==> config.mk <==
export PLATFORM = sky130hd
export DESIGN_NAME = ring_rr_arbiter
export DESIGN_NICKNAME = d
export VERILOG_FILES = /design/src/rtl/ring_rr_arbiter.sv
export SDC_FILE = /design/constraint.sdc
export NUM_CORES = 1
export LEC_CHECK = 0
export ABC_CLOCK_PERIOD_IN_PS = 7100
export BUFFER_PORTS_ARGS = -buffer_cell sky130_fd_sc_hd__buf_2
export CORE_ASPECT_RATIO = 1.25
export CORE_MARGIN = 8
export CORE_UTILIZATION = 57
export DETAILED_ROUTE_END_ITERATION = 10
export HOLD_SLACK_MARGIN = 0.15
export PLACE_DENSITY = 0.76
export SYNTH_ARGS = -nofsm -noshare
export SYNTH_HDL_FRONTEND = slang
export SYNTH_SLANG_ARGS = --single-unit
==> constraint.sdc <==
create_clock -name clk -period 7.1 [get_ports clk]
set_clock_uncertainty 0.15 [all_clocks]
set_input_delay 1.42 -clock clk [delete_from_list [all_inputs] [get_ports clk]]
set_output_delay 1.42 -clock clk [all_outputs]
set_load 0.005 [all_outputs]
==> src/rtl/ring_rr_arbiter.sv <==
// Ring round-robin arbiter with a rotating one-hot priority pointer and a
// hold limit that forces re-arbitration after MAX_HOLD consecutive grant cycles.
module ring_rr_arbiter #(
   parameter int unsigned N        = 8,
   parameter int unsigned MAX_HOLD = 4
) (
   input  logic                 clk,
   input  logic                 rst,
   input  logic                 en,
   input  logic [N-1:0]         req,
   output logic [N-1:0]         grant,
   output logic                 grant_valid,
   output logic [$clog2(N)-1:0] grant_id,
   output logic [N-1:0]         ptr,
   output logic                 timeout
);

   localparam int unsigned IW = $clog2(N);

   localparam logic [0:0] IDLE = 1'b0;
   localparam logic [0:0] BUSY = 1'b1;

   logic [0:0]    state_q, state_d;
   logic [N-1:0]  grant_q, grant_d;
   logic          grant_valid_q, grant_valid_d;
   logic [IW-1:0] grant_id_q, grant_id_d;
   logic [N-1:0]  ptr_q, ptr_d;
   logic [7:0]    hold_q, hold_d;
   logic          timeout_q, timeout_d;

   int unsigned   ptr_idx;
   logic [IW-1:0] win_id;
   logic          win_found;
   logic [N-1:0]  win_oh;
   logic          owner_req;

   always_comb begin
      ptr_idx = 0;
      for (int unsigned k = 0; k < N; k++) begin
         if (ptr_q[k]) ptr_idx = k;
      end
   end

   // Circular search starting at the pointer bit; first hit wins.
   always_comb begin
      int unsigned idx;
      win_id    = '0;
      win_found = 1'b0;
      for (int unsigned k = 0; k < N; k++) begin
         idx = (ptr_idx + k) % N;
         if (!win_found && req[idx[IW-1:0]]) begin
            win_found = 1'b1;
            win_id    = idx[IW-1:0];
         end
      end
   end

   assign win_oh    = {{(N-1){1'b0}}, 1'b1} << win_id;
   assign owner_req = |(req & grant_q);

   always_comb begin
      state_d       = state_q;
      grant_d       = grant_q;
      grant_valid_d = grant_valid_q;
      grant_id_d    = grant_id_q;
      ptr_d         = ptr_q;
      hold_d        = hold_q;
      timeout_d     = 1'b0;
      if (state_q == IDLE || !owner_req) begin
         // Idle arbitration and release share one path; release wins over timeout.
         if (en && win_found) begin
            state_d       = BUSY;
            grant_d       = win_oh;
            grant_valid_d = 1'b1;
            grant_id_d    = win_id;
            ptr_d         = {win_oh[N-2:0], win_oh[N-1]};
            hold_d        = 8'd1;
         end else begin
            state_d       = IDLE;
            grant_d       = '0;
            grant_valid_d = 1'b0;
            grant_id_d    = '0;
            hold_d        = '0;
         end
      end else if (hold_q == 8'(MAX_HOLD)) begin
         timeout_d = 1'b1;
         hold_d    = 8'd1;
         if (en) begin
            grant_d    = win_oh;
            grant_id_d = win_id;
            ptr_d      = {win_oh[N-2:0], win_oh[N-1]};
         end
      end else begin
         hold_d = hold_q + 8'd1;
      end
   end

   always_ff @(posedge clk) begin
      if (rst) begin
         state_q       <= IDLE;
         grant_q       <= '0;
         grant_valid_q <= 1'b0;
         grant_id_q    <= '0;
         ptr_q         <= {{(N-1){1'b0}}, 1'b1};
         hold_q        <= '0;
         timeout_q     <= 1'b0;
      end else begin
         state_q       <= state_d;
         grant_q       <= grant_d;
         grant_valid_q <= grant_valid_d;
         grant_id_q    <= grant_id_d;
         ptr_q         <= ptr_d;
         hold_q        <= hold_d;
         timeout_q     <= timeout_d;
      end
   end

   assign grant       = grant_q;
   assign grant_valid = grant_valid_q;
   assign grant_id    = grant_id_q;
   assign ptr         = ptr_q;
   assign timeout     = timeout_q;

endmodule

# Word-level counts from Yosys, hierarchy flattened
# Cells that the tools add are included.
dict set report totals {
  register_bits 29
  latchBits 0
  ram_bits 0
  romBits 0
  word_cells 106
  memories 0
}
dict set report classes {
  addsub 8
  mul 0
  div_mod_pow 0
  n_lt_le_gt_ge 8
  n_eq_ne 2
  n_shift 1
  mux 56
  bitwise 2
  n_reduce_logical 23
}
# operator n
set ops {}
lappend ops {{$mux W8} 10}
lappend ops {{$mux W3} 17}
lappend ops {{$lt A3 B4 Y1 const B} 8}
lappend ops {{$bmux W1 S3} 8}
lappend ops {{$mux W1} 20}
lappend ops {{$add A3 B3 Y3 const B} 4}
lappend ops {{$add A8 B1 Y8 const B} 1}
lappend ops {{$and A8 B8 Y8} 1}
lappend ops {{$eq A8 B3 Y1 const B} 1}
lappend ops {{$logic_and A1 B1 Y1} 8}
lappend ops {{$logic_not A1 Y1} 8}
lappend ops {{$reduce_or A8 Y1} 1}
lappend ops {{$shl A1 B3 Y8 const A} 1}
lappend ops {{$add A3 B2 Y3 const B} 2}
lappend ops {{$reduce_bool A2 Y1} 2}
lappend ops {{$add A3 B1 Y3 const B} 1}
lappend ops {{$reduce_and A3 Y1} 1}
lappend ops {{$mux W2} 1}
lappend ops {{$ne A2 B1 Y1 const B} 1}
lappend ops {{$reduce_and A2 Y1} 1}
lappend ops {{$reduce_or A2 Y1} 1}
lappend ops {{$logic_or A1 B1 Y1} 1}
lappend ops {{$not A1 Y1} 1}

# Depth between registers and ports, before layout
# Gate-level depths: netlist (run 1).
dict set report logic_depth {
  word_depth 35
  mapped_depth 16
  ltp_nobuf 15
}

# Worst setup path after synthesis (run 1)
# OpenSTA, ideal clock, no wires.
dict set report synth_path {
  kind {reg2reg}
  start {reg ptr_q[4], in the netlist ptr[4]}
  end {reg grant_q[6], in the netlist grant[6]}
  setup_time_ns 0.059
  arrival_ns 3.640
  setup_slack_ns 3.251
  stages_incl_launch_ff 16
  cell_sequence {dfxtp_1 buf_2 or2_2 o21ai_0 buf_2 inv_1 buf_2 ha_1 xnor2_2 mux2i_4 nor4b_4 and4_4 a211oi_4 nand2b_1 or4b_1 nand2_1}
}
dict set report synth_via {
  elab_chain_len 32
  elab_cells_between_ends 63
}
# item line_no
set synth_rtl {}
lappend synth_rtl {{start, declared} 27} ;# logic [N-1:0] ptr_q, ptr_d;
lappend synth_rtl {{start signal, assigned} 104} ;# ptr_q <= {{(N-1){1'b0}}, 1'b1};
lappend synth_rtl {{start signal, assigned} 112} ;# ptr_q <= ptr_d;
lappend synth_rtl {{$mux W3 * (4 in a row)} 40} ;# if (ptr_q[k]) ptr_idx = k;
lappend synth_rtl {{branches (longest 27 deep; another with $add A3 B1 Y3)} -}
lappend synth_rtl {{$mux W8 *} 69} ;# if (state_q == IDLE || !owner_req) begin
lappend synth_rtl {{end signal, assigned} 109} ;# grant_q <= grant_d;
lappend synth_rtl {{end, declared} 24} ;# logic [N-1:0] grant_q, grant_d;
# Every way passes the cells marked *. The select of a mux whose other input is x is not followed.
# A chain may end at the register's enable or synchronous reset.

# Worst setup path in the final report (run 1)
dict set report layout_path {
  start {reg ptr_q[7], in the netlist ptr[7]}
  end {reg grant_q[6], in the netlist grant[6]}
}
dict set report layout_via {
  elab_chain_len 29
  elab_cells_between_ends 60
}
# item line_no
set layout_rtl {}
lappend layout_rtl {{$mux W3 *} 40}
lappend layout_rtl {{branches (longest 27 deep; another with $add A3 B1 Y3)} -}
lappend layout_rtl {{$mux W8 *} 69}
# Marked as above.

==> results of run 1 <==
-- cell families after synthesis --
logic type	after synthesis
adders and majority gates	4
xor gates and xnor gates	10
buffers and inverters	20
DFF	29
AOI/OAI and AO/OA	84
muxes	7
and+or+nand+nor	130
-- critical path, cell delays in order (launching register included) --
cell	delay [ps]
dfxtp_1	670
nor2_1	150
o21ai_0	110
buf_4	220
inv_1	220
ha_1	320
xnor2_2	400
mux2i_1	460
nor2b_1	90
and4_4	230
a211oi_4	340
nand2b_1	190
or4b_1	550
nand2_1	80
-- stage by stage --
stage	instance area, um^2	std cells	util	setup WS, ps	hold WS (ps)
floorplan	2290	284	-	3250	301
global placement	2480	362	0.651	2770	297
detailed placement	2480	362	0.651	2780	302
CTS	2570	369	0.674	2880	310
global route	2570	369	0.674	2500	335
finish	2570	369	0.674	2850	312
-- registers in the layout (all words and copies together) (netlist names) --
register and count:
hold_q 8, grant_id 3, ptr 8, timeout 1, grant 8, grant_valid 1
-- area by class of cell --
type	instances	area [um^2]	area share
clock buffers	7	86.3	0.0336
inverters	11	41.3	0.0161
multi-input cells	235	1630	0.632
flip-flops and latches	29	581	0.226
well taps	54	67.6	0.0263
repair buffers	33	170	0.0662
-- per-layer routing --
layer / up-vias / wire length [um]
met2: 65 / 3140
li1: 1132 / -
met4: 0 / 229
met1: 1095 / 2710
met5: - / 0
met3: 19 / 230
-- final timing paths --
check             end
max          grant[6]
min          grant[3]
max reg2reg  grant[6]
min reg2reg  grant[3]
-- cells in the final DEF, fill, tap and decap left out, drive strengths merged, types with 3 or more instances in the layout --
cell type	count
buf	33
nand2	32
dfxtp	29
nor2	29
nand3	17
a21o	10
a21oi	10
inv	10
nor3	9
o21ai	9
nor2b	7
xor2	7
a211oi	7
clkbuf	7
a22oi	6
and2	6
mux2i	6
nand2b	5
a32o	5
nor4	5
a32oi	4
a31oi	4
ha	4
o211ai	4
o31ai	3
o21a	3
o211a	3
and3	3
xnor2	3
a221oi	3
nor4b	3
==> flow_summary.yaml, run 1 <==
run_status:
  status: "complete, no violations"
synth:
  synth_area_leaders: "dfxtp_1 (25%), nand2_1 (5.2%), nor2_1 (4.6%), nand3_1 (3.5%), a21o_1 (3.3%)"
  synth.distinct_cells: 68
  ys_ff_latch: 29
  yosys.area_share.simple: 0.305
  synth_area_um2: 2290
  synth_most_common_cell: "nand2_1"
  synth_common_cells: "nand2_1 (32), dfxtp_1 (29), nor2_1 (28), nand3_1 (16), a21o_1 (10)"
  ys_async_sr_fraction: 0
  synth_top_family_by_area: "simple AND/OR/NAND/NOR gates"
  yosysWarnings: 0
  syn-instance-count: 284
  synth-xor-area-share: 0.0415
  syn_nets: 299
  muxShareOfSynthArea: 0.0503
  synth_flop_cell: "dfxtp_1"
  synth.avg_cell_area_um2: 8.06
  yosys.area.top_type: "dfxtp_1"
  synth_seq_area_share: 0.254
  synthAdderAreaFrac: 0.0219
  synth_top_area_frac: 0.254
  synth_edf_count: 0
  synth_compound_area_frac: 0.291
global_route:
  overflow: 0
  grt_start_max_net_pins: 18
  grt_pass1_vias: 2219
  grt_usage: 0.211
  antenna_found_initial: 0
  grt_pass1_wl_um: 10600
  busiest_layer: "met2"
  grt_use_met1: 0.240
  grt_use_met2: 0.360
  use_met3: 0.0403
floorplan:
  io_pins: 32
  dieArea_um2: 6310
  initial_core_util: 0.600
  num_rows: 25
  fp.dieW_um: 72.7
  core_um2: 3820
  die_h_um: 86.9
detailed_routing:
  via_per_inst: 6.26
  wl_per_cell_um: 17.1
  ant_nets: 0
  drt-initial-drc-count: 164
  detail_route.first_pass.iterations: 4
  drc_errors: 0
  routed-via-count: 2311
  routed_wl_um: 6310
placed_design:
  place_hpwl_um: 5040
  port_buffers: 31
  gp_congestion: 0.915
min_path:
  worst_hold_path_type: "reg -> reg"
  hold_depth: 2
  hp-start: "grant[3]"
critical_path:
  critPathKind: "reg -> reg"
  required_ps: 7170
  arrival_ps: 4320
  reg2reg_from: "ptr[7]"
  crit_fanout: 17
  end_kind: "register"
  startpoint: "ptr[7]"
  cp-start-kind: "register"
  reg2reg_depth: 13
  r2r_slack_ps: 2850
clocking:
  cts_num_sinks: 29
  clockRootBuffer: "clkbuf_8"
  cts_max_level: 2
  ctsResizeCount: 0
  post_cts_buffers: 0
  clk_pin_slew_ps: 60
  cts_tree: "done"
  clock_latency_ps: 280
  cts_buffer_depth: 2
  cts_made_buffers: 5
  cts_hold_buf: 0
sta:
  period_minus_slack_ps: 4250
  hold_viol: 0
  fmax_mhz: 235
  setup_violations: 0
  setup_tns_ps: 0
  fin_crit_sh: 0.599
  max_slew_margin: 0.606
  worst_pin_slew_ps: 590
  grt_setup_unrepaired: "false"
  finalMaxSlewViolations: 0
finish:
  drive_above_1_share: 0.187
  antenna_cells: 0
  nets: 330
  syn_to_final_growth_pct: 12.3
  fill_cells: 347
run:
  drv_cap: 0
Power of run 1 is not shown: default switching activity piles up to over one toggle a cycle in this logic, so the estimate is an artifact.
==> run 2, diff against run 1 <==
==> config.mk (replaced) <==
export PLATFORM = sky130hd
export DESIGN_NAME = ring_rr_arbiter
export DESIGN_NICKNAME = d
export VERILOG_FILES = /design/src/rtl/ring_rr_arbiter.sv
export SDC_FILE = /design/constraint.sdc
export NUM_CORES = 1
export LEC_CHECK = 0
export ABC_CLOCK_PERIOD_IN_PS = 3800
export BUFFER_PORTS_ARGS = -buffer_cell sky130_fd_sc_hd__buf_2
export CORE_ASPECT_RATIO = 1.25
export CORE_MARGIN = 8
export CORE_UTILIZATION = 52
export DETAILED_ROUTE_END_ITERATION = 10
export HOLD_SLACK_MARGIN = 0.15
export PLACE_DENSITY = 0.73
export SYNTH_ARGS = -nofsm -noshare
export SYNTH_HDL_FRONTEND = slang
export SYNTH_SLANG_ARGS = --single-unit
==> constraint.sdc (replaced) <==
create_clock -name clk -period 3.8 [get_ports clk]
set_clock_uncertainty 0.15 [all_clocks]
set_input_delay 0.76 -clock clk [delete_from_list [all_inputs] [get_ports clk]]
set_output_delay 0.76 -clock clk [all_outputs]
set_load 0.005 [all_outputs]
==> run 2 against run 1 <==
Against the previous run:
- via count is 3.5% higher
- clock-buffer cell count is 1 higher
- sequential share of layout area is 1.7 points lower
- sequential cell count stayed put
- design area is 8.8% higher
- non-clock buffer count is 20 higher
- hold slack better by 0.86 ps
- wire length is 7.4% higher
==> flow_summary.yaml, run 2 (same netlist as run 1, synthesis figures left out) <==
run_status:
  status: "complete, no violations"
placed_design:
  port_buffers: 31
  place_hpwl_um: 5310
  place_area_um2: 2610
  placed_cells: 381
  preCtsSetupSlack_ps: -11.8
  gp_congestion: 0.988
floorplan:
  dieArea_um2: 6800
  die_h_um: 90.2
  core_um2: 4320
  num_rows: 27
  initial_core_util: 0.530
  io_pins: 32
  fp.dieW_um: 75.4
clocking:
  cts_made_buffers: 5
  cts_tree: "done"
  cts_num_sinks: 29
  clockRootBuffer: "clkbuf_8"
  cts_buffer_depth: 2
  clk_pin_slew_ps: 60
  cts_max_level: 2
  clock_latency_ps: 280
  cts_hold_buf: 0
global_route:
  antenna_found_initial: 0
  overflow: 0
  grt_pass1_vias: 2262
  grt_start_max_net_pins: 14
  grt_pass1_wl_um: 11100
  grt_usage: 0.206
critical_path:
  arrival_ps: 3730
  crit_fanout: 8
  end_kind: "register"
  critPathKind: "reg -> reg"
  cp-start-kind: "register"
  required_ps: 3870
finish:
  final_cells: 394
  fill_cells: 392
  nets: 350
  antenna_cells: 0
  design_area_um2: 2800
  drive_above_1_share: 0.268
  layout_commonest_cell: "nand2_1"
  syn_to_final_growth_pct: 22.1
  mostFrequentLayoutCells: "nand2_1 (32), buf_2 (31), nor2_1 (27)"
detailed_routing:
  drt-initial-drc-count: 137
  wl_per_cell_um: 17.2
  routed_wl_um: 6780
  routed-via-count: 2392
  drc_errors: 0
  ant_nets: 0
  via_per_inst: 6.07
  detail_route.first_pass.iterations: 4
sta:
  fmax_mhz: 273
  setup_slack_ps: 142
  hold_viol: 0
  fin_crit_sh: 0.963
  max_slew_margin: 0.570
  period_minus_slack_ps: 3660
  setup_violations: 0
  worst_pin_slew_ps: 640
  finalMaxSlewViolations: 0
min_path:
  worst_hold_path_type: "reg -> reg"
run:
  drv_cap: 0
## run 2: cell count changes in the layout (fill, tap and decap cells not counted), moves of 2 or more
cell	change
buf_4	+20
clkbuf_1	+2
dfxtp_1	-3
dfxtp_2	+3
nor4_1	-3
nor4_2	+2
## run 2: worst max-delay path, cell delays in order (launching register included)
cell      delay, ps
dfxtp_1         330
buf_4           180
a221oi_4        300
nor2_2           80
inv_2            90
ha_2            220
xor2_2          110
nor3_1          200
a32oi_1         110
a22o_1          320
nor4b_4         290
and2_1          220
nand3_2         110
mux2i_4         310
or4b_1          500
nand2_1          90
## run 2: per-layer routing
metal  vias up  global-route usage  routed length (um)
met5         -                   0                   0
met4         0              0.0949                 206
met3        18              0.0333                 216
met2        60               0.324                3420
met1      1140               0.261                2930
li1       1174                   -                   -
## run 2: through the flow
step / utilization / hold slack, ps / TNS [ps]
6_report: 0.647 / 313 / 0
5_1_grt: 0.647 / 330 / -116
4_1_cts: 0.624 / 313 / 0
3_5_place_dp: 0.604 / 305 / -23.0
3_3_place_gp: 0.604 / 296 / 0
2_1_floorplan: - / 301 / 0
## run 2: path summary, 6_finish.rpt
path | slack (ps) | cells past startpoint | start | endpoint
max | 140 | 15 | ptr[4] | grant[6]
min | 310 | 2 | grant[3] | grant[3]
max reg2reg | 140 | 15 | ptr[4] | grant[6]
min reg2reg | 310 | 2 | grant[3] | grant[3]
## run 2: timing repair
action | in CTS | in global routing
pin swaps | 0 | 1
cloned | 0 | 0
resized for setup | 2 | 13
setup endpoints to repair | 4 | 18
setup buffers | 0 | 5
## run 2: final cells by class
type | instances | area (um^2) | area share
repair buffers | 53 | 320 | 0.115
well taps | 58 | 72.6 | 0.0260
clock buffers | 8 | 80.1 | 0.0286
flip-flops and latches | 29 | 584 | 0.209
multi-input cells | 235 | 1700 | 0.607
inverters | 11 | 41.3 | 0.0148
Power of run 2 is left out for the same reason.
